<file path="src/rtl/spi_pkg.sv">
// Shared SPI slave types: shift-register mode encodings, controller states, default frame width.
package spi_pkg;

  localparam int unsigned SPI_WIDTH = 8;

  typedef enum logic [1:0] {
    SR_HOLD  = 2'b00,
    SR_RIGHT = 2'b01,
    SR_LEFT  = 2'b10,
    SR_PLOAD = 2'b11
  } srMode_t;

  typedef enum logic [3:0] {
    ST_IDLE,
    ST_ADDR,
    ST_DECODE,
    ST_RD_WAIT,
    ST_RD_LOAD,
    ST_RD_SHIFT,
    ST_WR_SHIFT,
    ST_WR_COMMIT,
    ST_DONE
  } state_t;

  function automatic logic isShift(input state_t s);
    return (s == ST_ADDR) || (s == ST_RD_SHIFT) || (s == ST_WR_SHIFT);
  endfunction

  function automatic srMode_t modeOf(input state_t s);
    case (s)
      ST_ADDR, ST_RD_SHIFT, ST_WR_SHIFT: return SR_LEFT;
      ST_RD_LOAD:                        return SR_PLOAD;
      default:                           return SR_HOLD;
    endcase
  endfunction

endpackage

</file>
<file path="src/rtl/spi_fsm_if.sv">
// Handshake bundle between the SPI transaction controller and its neighbours.
// addr_inc exists only when SPI_FSM_BURST_EN is defined.
interface spi_fsm_if;
  logic       cs_n;
  logic       sclk_posedge;
  logic       rw_bit;
  logic [1:0] sr_mode;
  logic       sr_tick;
  logic       addr_we;
  logic       dm_we;
  logic       miso_oe;
  logic       frame_err;
`ifdef SPI_FSM_BURST_EN
  logic       addr_inc;
`else
`endif

  modport slave (
    input  cs_n, sclk_posedge, rw_bit,
`ifdef SPI_FSM_BURST_EN
    output addr_inc,
`else
`endif
    output sr_mode, sr_tick, addr_we, dm_we, miso_oe, frame_err
  );

  modport master (
    output cs_n, sclk_posedge, rw_bit,
`ifdef SPI_FSM_BURST_EN
    input  addr_inc,
`else
`endif
    input  sr_mode, sr_tick, addr_we, dm_we, miso_oe, frame_err
  );
endinterface

</file>
<file path="src/rtl/spi_bit_counter.sv">
// Clearable SCLK edge counter; tc flags the edge that completes a WIDTH-bit frame.
module spi_bit_counter #(
  parameter int unsigned WIDTH = 8
) (
  input  logic                         clk,
  input  logic                         reset_n,
  input  logic                         clr,
  input  logic                         en,
  output logic [$clog2(WIDTH+1)-1:0]   count,
  output logic                         tc
);
  localparam int unsigned CW = $clog2(WIDTH + 1);

  always_ff @(posedge clk or negedge reset_n) begin
    if (!reset_n)  count <= '0;
    else if (clr)  count <= '0;
    else if (en)   count <= count + 1'b1;
  end

  assign tc = en && (count == CW'(WIDTH - 1));
endmodule

</file>
<file path="src/rtl/spi_fsm.sv">
// SPI memory-slave transaction controller (Moore, registered outputs).
// Optional burst mode via SPI_FSM_BURST_EN adds addr_inc and auto-advancing frames.
module spi_fsm
  import spi_pkg::*;
#(
  parameter int unsigned WIDTH   = SPI_WIDTH,
  parameter int unsigned MEM_LAT = 1
) (
  input logic      clk,
  input logic      reset_n,
  spi_fsm_if.slave bus
);
  localparam int unsigned CW = $clog2(WIDTH + 1);
  localparam int unsigned LW = 3;

  state_t        state;
  state_t        nextState;
  logic [LW-1:0] latCnt;
  logic [CW-1:0] bitCount;
  logic          cntEn;
  logic          cntClr;
  logic          lastEdge;
  logic          abort;
  logic          errQuiet;

  srMode_t srModeQ;
  logic    srTickQ;
  logic    addrWeQ;
  logic    dmWeQ;
  logic    misoOeQ;
  logic    frameErrQ;

  assign abort  = bus.cs_n && !(state inside {ST_IDLE, ST_DONE});
  assign cntEn  = isShift(state) && bus.sclk_posedge && !bus.cs_n;
  assign cntClr = (nextState != state);

  spi_bit_counter #(.WIDTH(WIDTH)) bitCnt (
    .clk     (clk),
    .reset_n (reset_n),
    .clr     (cntClr),
    .en      (cntEn),
    .count   (bitCount),
    .tc      (lastEdge)
  );

`ifdef SPI_FSM_BURST_EN
  logic addrIncQ;
  // Between bytes of a burst, releasing cs_n is the normal way to end it.
  assign errQuiet     = (bitCount == '0) && !(state inside {ST_ADDR, ST_DECODE});
  assign bus.addr_inc = addrIncQ;
`else
  assign errQuiet = 1'b0;
`endif

  always_comb begin
    nextState = state;
    case (state)
      ST_IDLE:      if (!bus.cs_n) nextState = ST_ADDR;
      ST_ADDR:      if (lastEdge) nextState = ST_DECODE;
      ST_DECODE:    nextState = bus.rw_bit ? ST_RD_WAIT : ST_WR_SHIFT;
      ST_RD_WAIT:   if (latCnt == LW'(MEM_LAT - 1)) nextState = ST_RD_LOAD;
      ST_RD_LOAD:   nextState = ST_RD_SHIFT;
`ifdef SPI_FSM_BURST_EN
      ST_RD_SHIFT:  if (lastEdge) nextState = ST_RD_WAIT;
      ST_WR_COMMIT: nextState = ST_WR_SHIFT;
`else
      ST_RD_SHIFT:  if (lastEdge) nextState = ST_DONE;
      ST_WR_COMMIT: nextState = ST_DONE;
`endif
      ST_WR_SHIFT:  if (lastEdge) nextState = ST_WR_COMMIT;
      ST_DONE:      if (bus.cs_n) nextState = ST_IDLE;
      default:      nextState = ST_IDLE;
    endcase
    if (abort) nextState = ST_IDLE;
  end

  // Outputs are registered off nextState so they line up with the state they
  // describe; a tick keeps LEFT mode even when that edge exits the shift state.
  always_ff @(posedge clk or negedge reset_n) begin
    if (!reset_n) begin
      state     <= ST_IDLE;
      latCnt    <= '0;
      srModeQ   <= SR_HOLD;
      srTickQ   <= 1'b0;
      addrWeQ   <= 1'b0;
      dmWeQ     <= 1'b0;
      misoOeQ   <= 1'b0;
      frameErrQ <= 1'b0;
`ifdef SPI_FSM_BURST_EN
      addrIncQ  <= 1'b0;
`endif
    end else begin
      state     <= nextState;
      latCnt    <= (state == ST_RD_WAIT && nextState == ST_RD_WAIT) ? latCnt + 1'b1 : '0;
      srModeQ   <= cntEn ? SR_LEFT : modeOf(nextState);
      srTickQ   <= cntEn || (nextState == ST_RD_LOAD);
      addrWeQ   <= (nextState == ST_DECODE);
      dmWeQ     <= (nextState == ST_WR_COMMIT);
      misoOeQ   <= (nextState == ST_RD_SHIFT);
      frameErrQ <= abort && !errQuiet;
`ifdef SPI_FSM_BURST_EN
      addrIncQ  <= (nextState == ST_WR_COMMIT) ||
                   (state == ST_RD_SHIFT && nextState == ST_RD_WAIT);
`endif
    end
  end

  always_ff @(posedge clk) begin
    if (reset_n) assert (bitCount < CW'(WIDTH));
  end

  assign bus.sr_mode   = srModeQ;
  assign bus.sr_tick   = srTickQ;
  assign bus.addr_we   = addrWeQ;
  assign bus.dm_we     = dmWeQ;
  assign bus.miso_oe   = misoOeQ;
  assign bus.frame_err = frameErrQ;
endmodule

</file>
<file path="src/flat_wrapper.sv">
// flat-port wrapper written by rule: the top's interface ports become plain ports
module spi_fsm_flat import spi_pkg::*;
#(
  parameter int unsigned WIDTH   = SPI_WIDTH,
  parameter int unsigned MEM_LAT = 1
)
  (clk, reset_n, bus_cs_n, bus_sclk_posedge, bus_rw_bit, bus_sr_mode, bus_sr_tick, bus_addr_we, bus_dm_we, bus_miso_oe, bus_frame_err);
  spi_fsm_if bus_i ();
  input logic clk;
  input logic reset_n;
  input wire logic [$bits(bus_i.cs_n)-1:0] bus_cs_n;
  input wire logic [$bits(bus_i.sclk_posedge)-1:0] bus_sclk_posedge;
  input wire logic [$bits(bus_i.rw_bit)-1:0] bus_rw_bit;
  output wire logic [$bits(bus_i.sr_mode)-1:0] bus_sr_mode;
  output wire logic [$bits(bus_i.sr_tick)-1:0] bus_sr_tick;
  output wire logic [$bits(bus_i.addr_we)-1:0] bus_addr_we;
  output wire logic [$bits(bus_i.dm_we)-1:0] bus_dm_we;
  output wire logic [$bits(bus_i.miso_oe)-1:0] bus_miso_oe;
  output wire logic [$bits(bus_i.frame_err)-1:0] bus_frame_err;
  assign bus_i.cs_n = bus_cs_n;
  assign bus_i.sclk_posedge = bus_sclk_posedge;
  assign bus_i.rw_bit = bus_rw_bit;
  assign bus_sr_mode = bus_i.sr_mode;
  assign bus_sr_tick = bus_i.sr_tick;
  assign bus_addr_we = bus_i.addr_we;
  assign bus_dm_we = bus_i.dm_we;
  assign bus_miso_oe = bus_i.miso_oe;
  assign bus_frame_err = bus_i.frame_err;
  spi_fsm #(.WIDTH(WIDTH), .MEM_LAT(MEM_LAT)) u_core (.clk(clk), .reset_n(reset_n), .bus(bus_i));
endmodule
</file>
<file path="config.mk">
export PLATFORM = sky130hd
export DESIGN_NAME = spi_fsm_flat
export DESIGN_NICKNAME = d
export VERILOG_FILES = /design/src/rtl/spi_pkg.sv /design/src/rtl/spi_fsm_if.sv /design/src/rtl/spi_bit_counter.sv /design/src/rtl/spi_fsm.sv /design/src/flat_wrapper.sv
export SDC_FILE = /design/constraint.sdc
export NUM_CORES = 1
export LEC_CHECK = 0
export BUFFER_PORTS_ARGS = -buffer_cell sky130_fd_sc_hd__buf_2
export CORE_MARGIN = 2
export CORE_UTILIZATION = 40
export DETAILED_ROUTE_END_ITERATION = 6
export GPL_TIMING_DRIVEN = 0
export PLACE_DENSITY_LB_ADDON = 0.2
export SYNTH_ARGS = -nofsm -noshare
export SYNTH_HDL_FRONTEND = slang
export SYNTH_SLANG_ARGS = --single-unit
</file>
<file path="constraint.sdc">
create_clock -name clk -period 4.28 [get_ports clk]
set_input_delay 0.214 -clock clk [delete_from_list [all_inputs] [get_ports clk]]
set_output_delay 0.214 -clock clk [all_outputs]
set_load 0.05 [all_outputs]
</file>
==> flow_metrics.py, run 1 <==
metrics = {
    "status": {
        "run_status": "finished clean",
    },
    "timing": {
        "clock.fmax_mhz": 456,
        "setup_viol": 0,
        "setup_tns_ns": 0,
        "measured_slew_at_the_worst_slew_check_pin_ns": 0.828,
        "post-route-min-period_ns": 2.19,
        "finalCritPeriodShare_pct": 51.2,
        "finalClockSkew_ns": 0.00383,
        "final_max_slew_violation_count": 0,
        "unrepaired_setup_endpoints_after_global_routing": "no",
        "setup_ws_ns": 2.09,
        "timing_hold_violations_final": 0,
        "relSlewSlack_pct": 44.6,
    },
    "logic_synthesis": {
        "postSynthAreaPerCell_sq_um": 9.75,
        "yosys-top-cells-area": "dfrtp_1, nor2_1, ha_1",
        "postSynthCellCount": 109,
        "synthDominantAreaCellType": "dfrtp_1",
        "synthesis.nets": 117,
        "share_of_flip_flops_with_an_asynchronous_set_or_reset_pct": 100,
        "synth-compound-area-share_pct": 17.0,
        "synthesis.area_sq_um": 1060,
        "synth_cell_type_count": 43,
        "synth_enable_flop_cells": 0,
        "synth-simple-area-share_pct": 29.2,
        "xor_and_xnor_area_share_after_synthesis_pct": 3.30,
        "postSynth.topFlopCell": "dfrtp_1",
        "synth_largest_type_area_fraction_pct": 42.4,
        "synth_top_family_by_area": "simple AND/OR/NAND/NOR gates",
        "synth_area_in_adders_pct": 3.53,
        "synthesis.yosys.warnings": 0,
        "register_bit_total_from_synthesis": 18,
        "synth_sequential_area_ratio_pct": 42.4,
        "muxShareOfSynthArea_pct": 0.942,
    },
    "power": {
        "power.density_cell_area_nw_per_um2": 416,
        "static_leak_uw": 0.000532,
        "power.ir.vdd_worst_mv": 0.213,
        "pwr-share-clk_pct": 21.5,
        "p_comb_share_pct": 37.8,
        "netSwitchingPower_uw": 194,
        "sequentialPowerShare_pct": 40.7,
        "p_int_uw": 304,
        "power.share.switching_pct": 38.9,
    },
    "floorplanning": {
        "dieWidth_microns": 55.5,
        "design.portCount": 12,
        "core_area_sq_um": 2500,
        "die_h_microns": 55.5,
        "floorplan.rows": 18,
        "initial_utilization_pct": 42.5,
        "dieArea_sq_um": 3080,
    },
    "detailed_routing": {
        "detail_route.drc_violations": 0,
        "route.detailed.vias_per_inst": 5.88,
        "1st_iter_drt_viols": 19,
        "drt_pre_antenna_iters": 4,
        "drtAntennaViolNets": 0,
        "routed-via-count": 905,
        "wl_per_cell_microns": 16.0,
        "drt_wl_total_microns": 2460,
    },
    "placement": {
        "placement.io_buffers": 10,
        "hpwlAfterDp_microns": 1850,
        "pre_cts_ws_ns": 2.11,
        "place.gp.congestion": 0.896,
    },
    "finish": {
        "final_common_cell": "dfrtp_1",
        "final_layout_size_suffix_gt1_share_pct": 17.7,
        "filler_instances": 240,
        "areaGrowthSynthToFinish_pct": 12.6,
        "n_antenna_cell": 0,
        "mostFrequentLayoutCells": "dfrtp_1, nor2_1, buf_2, nor3_1",
        "design.final.nets": 133,
    },
    "cts": {
        "count_of_clock_tree_sinks": 18,
        "maximum_buffer_depth_of_the_clock_tree": 2,
        "cts-htree-levels": 1,
        "postCtsResizedCells": 0,
        "clk_transition_reported_paths_ns": 0.10,
        "cts-buffers-inserted": 3,
        "postCtsSetupBuffers": 0,
        "cts.root.buffer_cell": "clkbuf_4",
        "clkLatencyLatePin_ns": 0.30,
        "tritoncts": "built",
    },
    "global_routing": {
        "grt_util_all_layers_pct": 17.2,
        "globalRoute.totalOverflow": 0,
        "initial_antenna_violation_count": 0,
        "global_route_wire_length_before_repair_microns": 4200,
        "grt_pass1_vias": 915,
        "pin_count_of_the_biggest_net_entering_global_routing": 19,
    },
    "min_path": {
        "timing.hold.worst.start": "bus_cs_n",
        "worstHoldPathType": "in -> reg",
        "timing.hold.worst_endpoint": "u_core.bus.frame_err$_DFF_PN0_",
        "worstHoldPathCells": 2,
    },
    "worst_setup_path": {
        "start_kind": "register",
        "rr_startpoint": "u_core.state[2]$_DFF_PN0_",
        "critPathMaxFanout": 7,
        "worst_r2r_path_depth": 5,
        "cell_with_the_largest_stage_delay_on_the_worst_path": "o32ai_1",
        "critical-path-max-stage-delay_ns": 0.77,
        "path_class": "reg -> reg",
        "crit_path_cell_trace": "o32ai_1, nand4bb_1, o21ai_0, a311oi_4, nor3_1",
        "worst-endpoint-arrival_ns": 2.41,
        "ff2ff_setup_slack_ns": 2.09,
        "worstReg2RegEnd": "u_core.bitCnt.count[2]$_DFFE_PN0P_",
        "critPathCaptureType": "register",
        "worst-endpoint-required_ns": 4.50,
    },
    "job": {
        "maxCapViolCount": 0,
    },
}
## cells in the mapped netlist, drive strengths merged (2+ instances only)
cell / number
dfrtp: 18
nor2: 14
nor3: 6
a21oi: 5
nand2: 5
nor2b: 5
nand2b: 4
o21ai: 4
buf: 3
ha: 3
inv: 3
nor4: 3
and3: 2
clkbuf: 2
nand3: 2
nand3b: 2
nand4: 2
o22ai: 2
or2: 2
xnor2: 2
xor2: 2
## worst max-delay path: cells and delay by family (launching register included)
kind / cells / cell delay, ns
DFF: 1 / 0.47
AOI/OAI and AO/OA: 3 / 1.09
and+or+nand+nor: 2 / 0.54
## final cells by class
| cell class | instances | area [sq um] | share of cell area (%) |
|---|---|---|---|
| Timing Repair Buffer | 11 | 60.1 | 5.02 |
| Sequential cell | 18 | 450 | 37.7 |
| Buffer | 5 | 27.5 | 2.30 |
| Inverter | 3 | 11.3 | 0.941 |
| Tap cell | 30 | 37.5 | 3.14 |
| Multi-Input combinational cell | 83 | 573 | 47.9 |
| Clock buffer | 4 | 36.3 | 3.03 |
## how the worst max path moves through the flow
stage | startpoint | endpoint | slack (ns) | cells after the start
5_1_grt | u_core.state[2]$_DFF_PN0_ | u_core.bitCnt.count[1]$_DFFE_PN0P_ | 1.93 | 5
3_3_place_gp | u_core.state[2]$_DFF_PN0_ | u_core.bitCnt.count[0]$_DFFE_PN0P_ | 2.21 | 5
4_1_cts | u_core.state[2]$_DFF_PN0_ | u_core.bitCnt.count[2]$_DFFE_PN0P_ | 2.10 | 5
2_1_floorplan | u_core.state[3]$_DFF_PN0_ | u_core.bitCnt.count[0]$_DFFE_PN0P_ | 2.52 | 5
6_report | u_core.state[2]$_DFF_PN0_ | u_core.bitCnt.count[2]$_DFFE_PN0P_ | 2.09 | 5
3_5_place_dp | u_core.state[2]$_DFF_PN0_ | u_core.bitCnt.count[2]$_DFFE_PN0P_ | 2.11 | 5
## registers in the layout, indices dropped and copies added, names as in the netlist
| name | count |
|---|---|
| u_core.bitCnt.count | 4 |
| u_core.bus.addr_we | 1 |
| u_core.bus.dm_we | 1 |
| u_core.state | 4 |
| u_core.latCnt | 3 |
| u_core.bus.frame_err | 1 |
| u_core.bus.sr_tick | 1 |
| u_core.bus.sr_mode | 2 |
| u_core.bus.miso_oe | 1 |
## stage by stage
| step | instance area, sq um | std cells | power (uW) | util (%) | hold WS (ns) |
|---|---|---|---|---|---|
| floorplan | 1060 | 109 | 351 | - | -0.0816 |
| global placement | 1150 | 149 | 390 | 46.0 | 0.164 |
| detailed placement | 1150 | 149 | 393 | 46.0 | 0.164 |
| CTS | 1200 | 154 | 500 | 47.8 | 0.184 |
| global route | 1200 | 154 | 524 | 47.8 | 0.183 |
| finish | 1200 | 154 | 498 | 47.8 | 0.181 |
## routing by layer
layer / track usage, % / up-vias / share of wire (%)
met5: 0 / - / 0
met2: 31.0 / 29 / 52
li1: - / 427 / -
met3: 4.45 / 6 / 4.5
met4: 5.23 / 0 / 1.6
met1: 19.7 / 443 / 42
## power by group through the flow
stage / clock (uW) / sequential [uW] / combinational (uW)
floorplan: 0 / 236 / 116
global placement: 0 / 206 / 185
detailed placement: 0 / 206 / 186
CTS: 109 / 203 / 188
global route: 117 / 204 / 202
finish: 107 / 203 / 188
## cells by family (layout without fill, tap and decap cells)
family,Yosys count,in the layout
muxes,1,1
DFF,18,18
adders and majority gates,3,3
and+or+nand+nor,53,53
xor gates and xnor gates,4,4
buffers and inverters,8,23
AOI/OAI and AO/OA,22,22
## what timing repair did
| item | 4_1_cts | 5_1_grt |
|---|---|---|
| hold endpoints to repair | 18 | 0 |
| endpoints found under the setup margin | 0 | 0 |
| hold buffers | 1 | 0 |
Power figures use the tool's default switching activity.
==> run 2: changes to the inputs <==
clock period = 2 ns   (was 4.28 ns; I/O delays follow)
==> flow_metrics.py, run 2 (synthesis results as in run 1) <==
metrics = {
    "status": {
        "run_status": "finished clean",
    },
    "finish": {
        "final_common_cell": "dfrtp_1",
        "final_layout_size_suffix_gt1_share_pct": 26.2,
        "final_core_util_pct": 50.2,
        "areaGrowthSynthToFinish_pct": 18.0,
        "mostFrequentLayoutCells": "dfrtp_1, nor2_1, buf_2, nand2_1, nor3_1",
        "n_antenna_cell": 0,
        "layout_top_registers": "u_core.bitCnt.count: 4 flops, u_core.state: 4 flops, u_core.latCnt: 3 flops",
        "design.final.nets": 135,
    },
    "global_routing": {
        "globalRoute.totalOverflow": 0,
        "gr-usage-met3_pct": 4.45,
        "use_met1_pct": 19.9,
        "met2_grt_util_pct": 31.0,
        "gr-max-usage-layer": "met2",
        "pin_count_of_the_biggest_net_entering_global_routing": 19,
        "global_route_wire_length_before_repair_microns": 4210,
        "grt_pass1_vias": 914,
        "grt_util_all_layers_pct": 17.2,
        "initial_antenna_violation_count": 0,
    },
    "power": {
        "power.ir.vdd_worst_mv": 0.492,
        "static_leak_uw": 0.000565,
        "power.density_cell_area_nw_per_um2": 873,
    },
    "detailed_routing": {
        "1st_iter_drt_viols": 8,
        "drt_wl_total_microns": 2470,
        "detail_route.drc_violations": 0,
        "drt_pre_antenna_iters": 5,
        "wl_per_cell_microns": 15.8,
        "routed-via-count": 899,
        "route.detailed.vias_per_inst": 5.76,
        "drtAntennaViolNets": 0,
    },
    "timing": {
        "relSlewSlack_pct": 71.4,
        "post-route-min-period_ns": 1.91,
        "timing_hold_violations_final": 0,
        "clock.fmax_mhz": 523,
        "final_max_slew_violation_count": 0,
        "unrepaired_setup_endpoints_after_global_routing": "yes",
        "finalCritPeriodShare_pct": 95.7,
        "measured_slew_at_the_worst_slew_check_pin_ns": 0.424,
        "final.hold.worst_slack_ns": 0.0803,
        "finalClockSkew_ns": 0.00189,
        "setup_viol": 0,
    },
    "floorplanning": {
        "design.portCount": 12,
        "floorplan.rows": 18,
        "dieArea_sq_um": 3080,
        "initial_utilization_pct": 42.5,
        "dieWidth_microns": 55.5,
        "die_h_microns": 55.5,
        "core_area_sq_um": 2500,
    },
    "worst_setup_path": {
        "worst-endpoint-required_ns": 2.19,
        "rr_startpoint": "u_core.state[3]$_DFF_PN0_",
        "start_kind": "register",
        "worst-endpoint-arrival_ns": 2.10,
        "path_class": "reg -> reg",
        "critPathCaptureType": "register",
        "critPathMaxFanout": 6,
        "crit_path_start": "u_core.state[3]$_DFF_PN0_",
    },
    "cts": {
        "clkLatencyLatePin_ns": 0.29,
        "cts-buffers-inserted": 3,
        "cts-htree-levels": 1,
        "maximum_buffer_depth_of_the_clock_tree": 2,
        "cts.root.buffer_cell": "clkbuf_4",
        "tritoncts": "built",
        "clk_transition_reported_paths_ns": 0.10,
        "count_of_clock_tree_sinks": 18,
    },
    "placement": {
        "hpwlAfterDp_microns": 1850,
        "place.gp.congestion": 0.896,
        "placement.io_buffers": 10,
    },
    "min_path": {
        "timing.hold.worst.start": "bus_cs_n",
        "worstHoldPathType": "in -> reg",
    },
    "job": {
        "maxCapViolCount": 0,
    },
}
run 2: cell count changes in the layout (fill, tap and decap cells not counted), sizes merged:
| cell | delta |
|---|---|
| buf | +1 |
| clkbuf | +1 |
run 2: where the power goes:
part | internal, uW | total (uW) | switching, uW
combinational | 160 | 431 | 271
clock | 111 | 224 | 113
sequential | 402 | 439 | 37.5
total | 673 | 1090 | 422
run 2: worst max-delay path: stages, from the launching register on:
cell and delay [ns]:
dfrtp_1 0.44, or3b_4 0.47, or2_1 0.26, a21oi_1 0.21
a21oi_2 0.11, a221o_1 0.32
run 2: worst paths after layout:
path	end	slack (ns)	depth (start not counted)
max	u_core.bus.sr_mode[1]$_DFF_PN0_	0.09	5
min	u_core.bus.frame_err$_DFF_PN0_	0.08	2
max reg2reg	u_core.bus.sr_mode[1]$_DFF_PN0_	0.09	5
min reg2reg	u_core.latCnt[0]$_DFF_PN0_	0.48	1
max in group asynchronous	u_core.state[1]$_DFF_PN0_	1.45	2
min in group asynchronous	u_core.bus.frame_err$_DFF_PN0_	0.25	2
run 2: stage by stage:
| stage | instances | setup slack [ns] | cell area [sq um] | setup TNS, ns | power (uW) |
|---|---|---|---|---|---|
| after floorplan | 109 | 0.236 | 1060 | 0 | 752 |
| after global placement | 149 | -0.0690 | 1150 | -0.266 | 835 |
| after detailed placement | 149 | -0.166 | 1150 | -0.614 | 840 |
| after CTS | 154 | 0.0125 | 1200 | 0 | 1080 |
| after global routing | 156 | -0.0115 | 1250 | -0.0339 | 1160 |
| final | 156 | 0.0864 | 1250 | 0 | 1090 |
run 2: layout make-up:
| type | instances | area [sq um] |
|---|---|---|
| Tap cell | 30 | 37.5 |
| Sequential cell | 18 | 452 |
| Clock buffer | 4 | 36.3 |
| Buffer | 5 | 31.3 |
| Timing Repair Buffer | 13 | 75.1 |
| Fill cell | 237 | 1250 |
| Inverter | 3 | 11.3 |
| Multi-Input combinational cell | 83 | 611 |
run 2: per-layer routing:
layer | wire, microns | share of wire (%) | up-vias
li1 | - | - | 432
met1 | 1050 | 43 | 439
met5 | 0 | 0 | -
met2 | 1290 | 52 | 24
met4 | 34 | 1.4 | 0
met3 | 90 | 3.6 | 4
run 2: repair_timing:
item / in CTS / in global routing
hold endpoints to repair: 18 / 0
hold buffers: 1 / 0
pin swaps: 1 / 3
setup buffers: 0 / 2
gates resized for setup: 1 / 13
setup endpoints to repair: 4 / 8
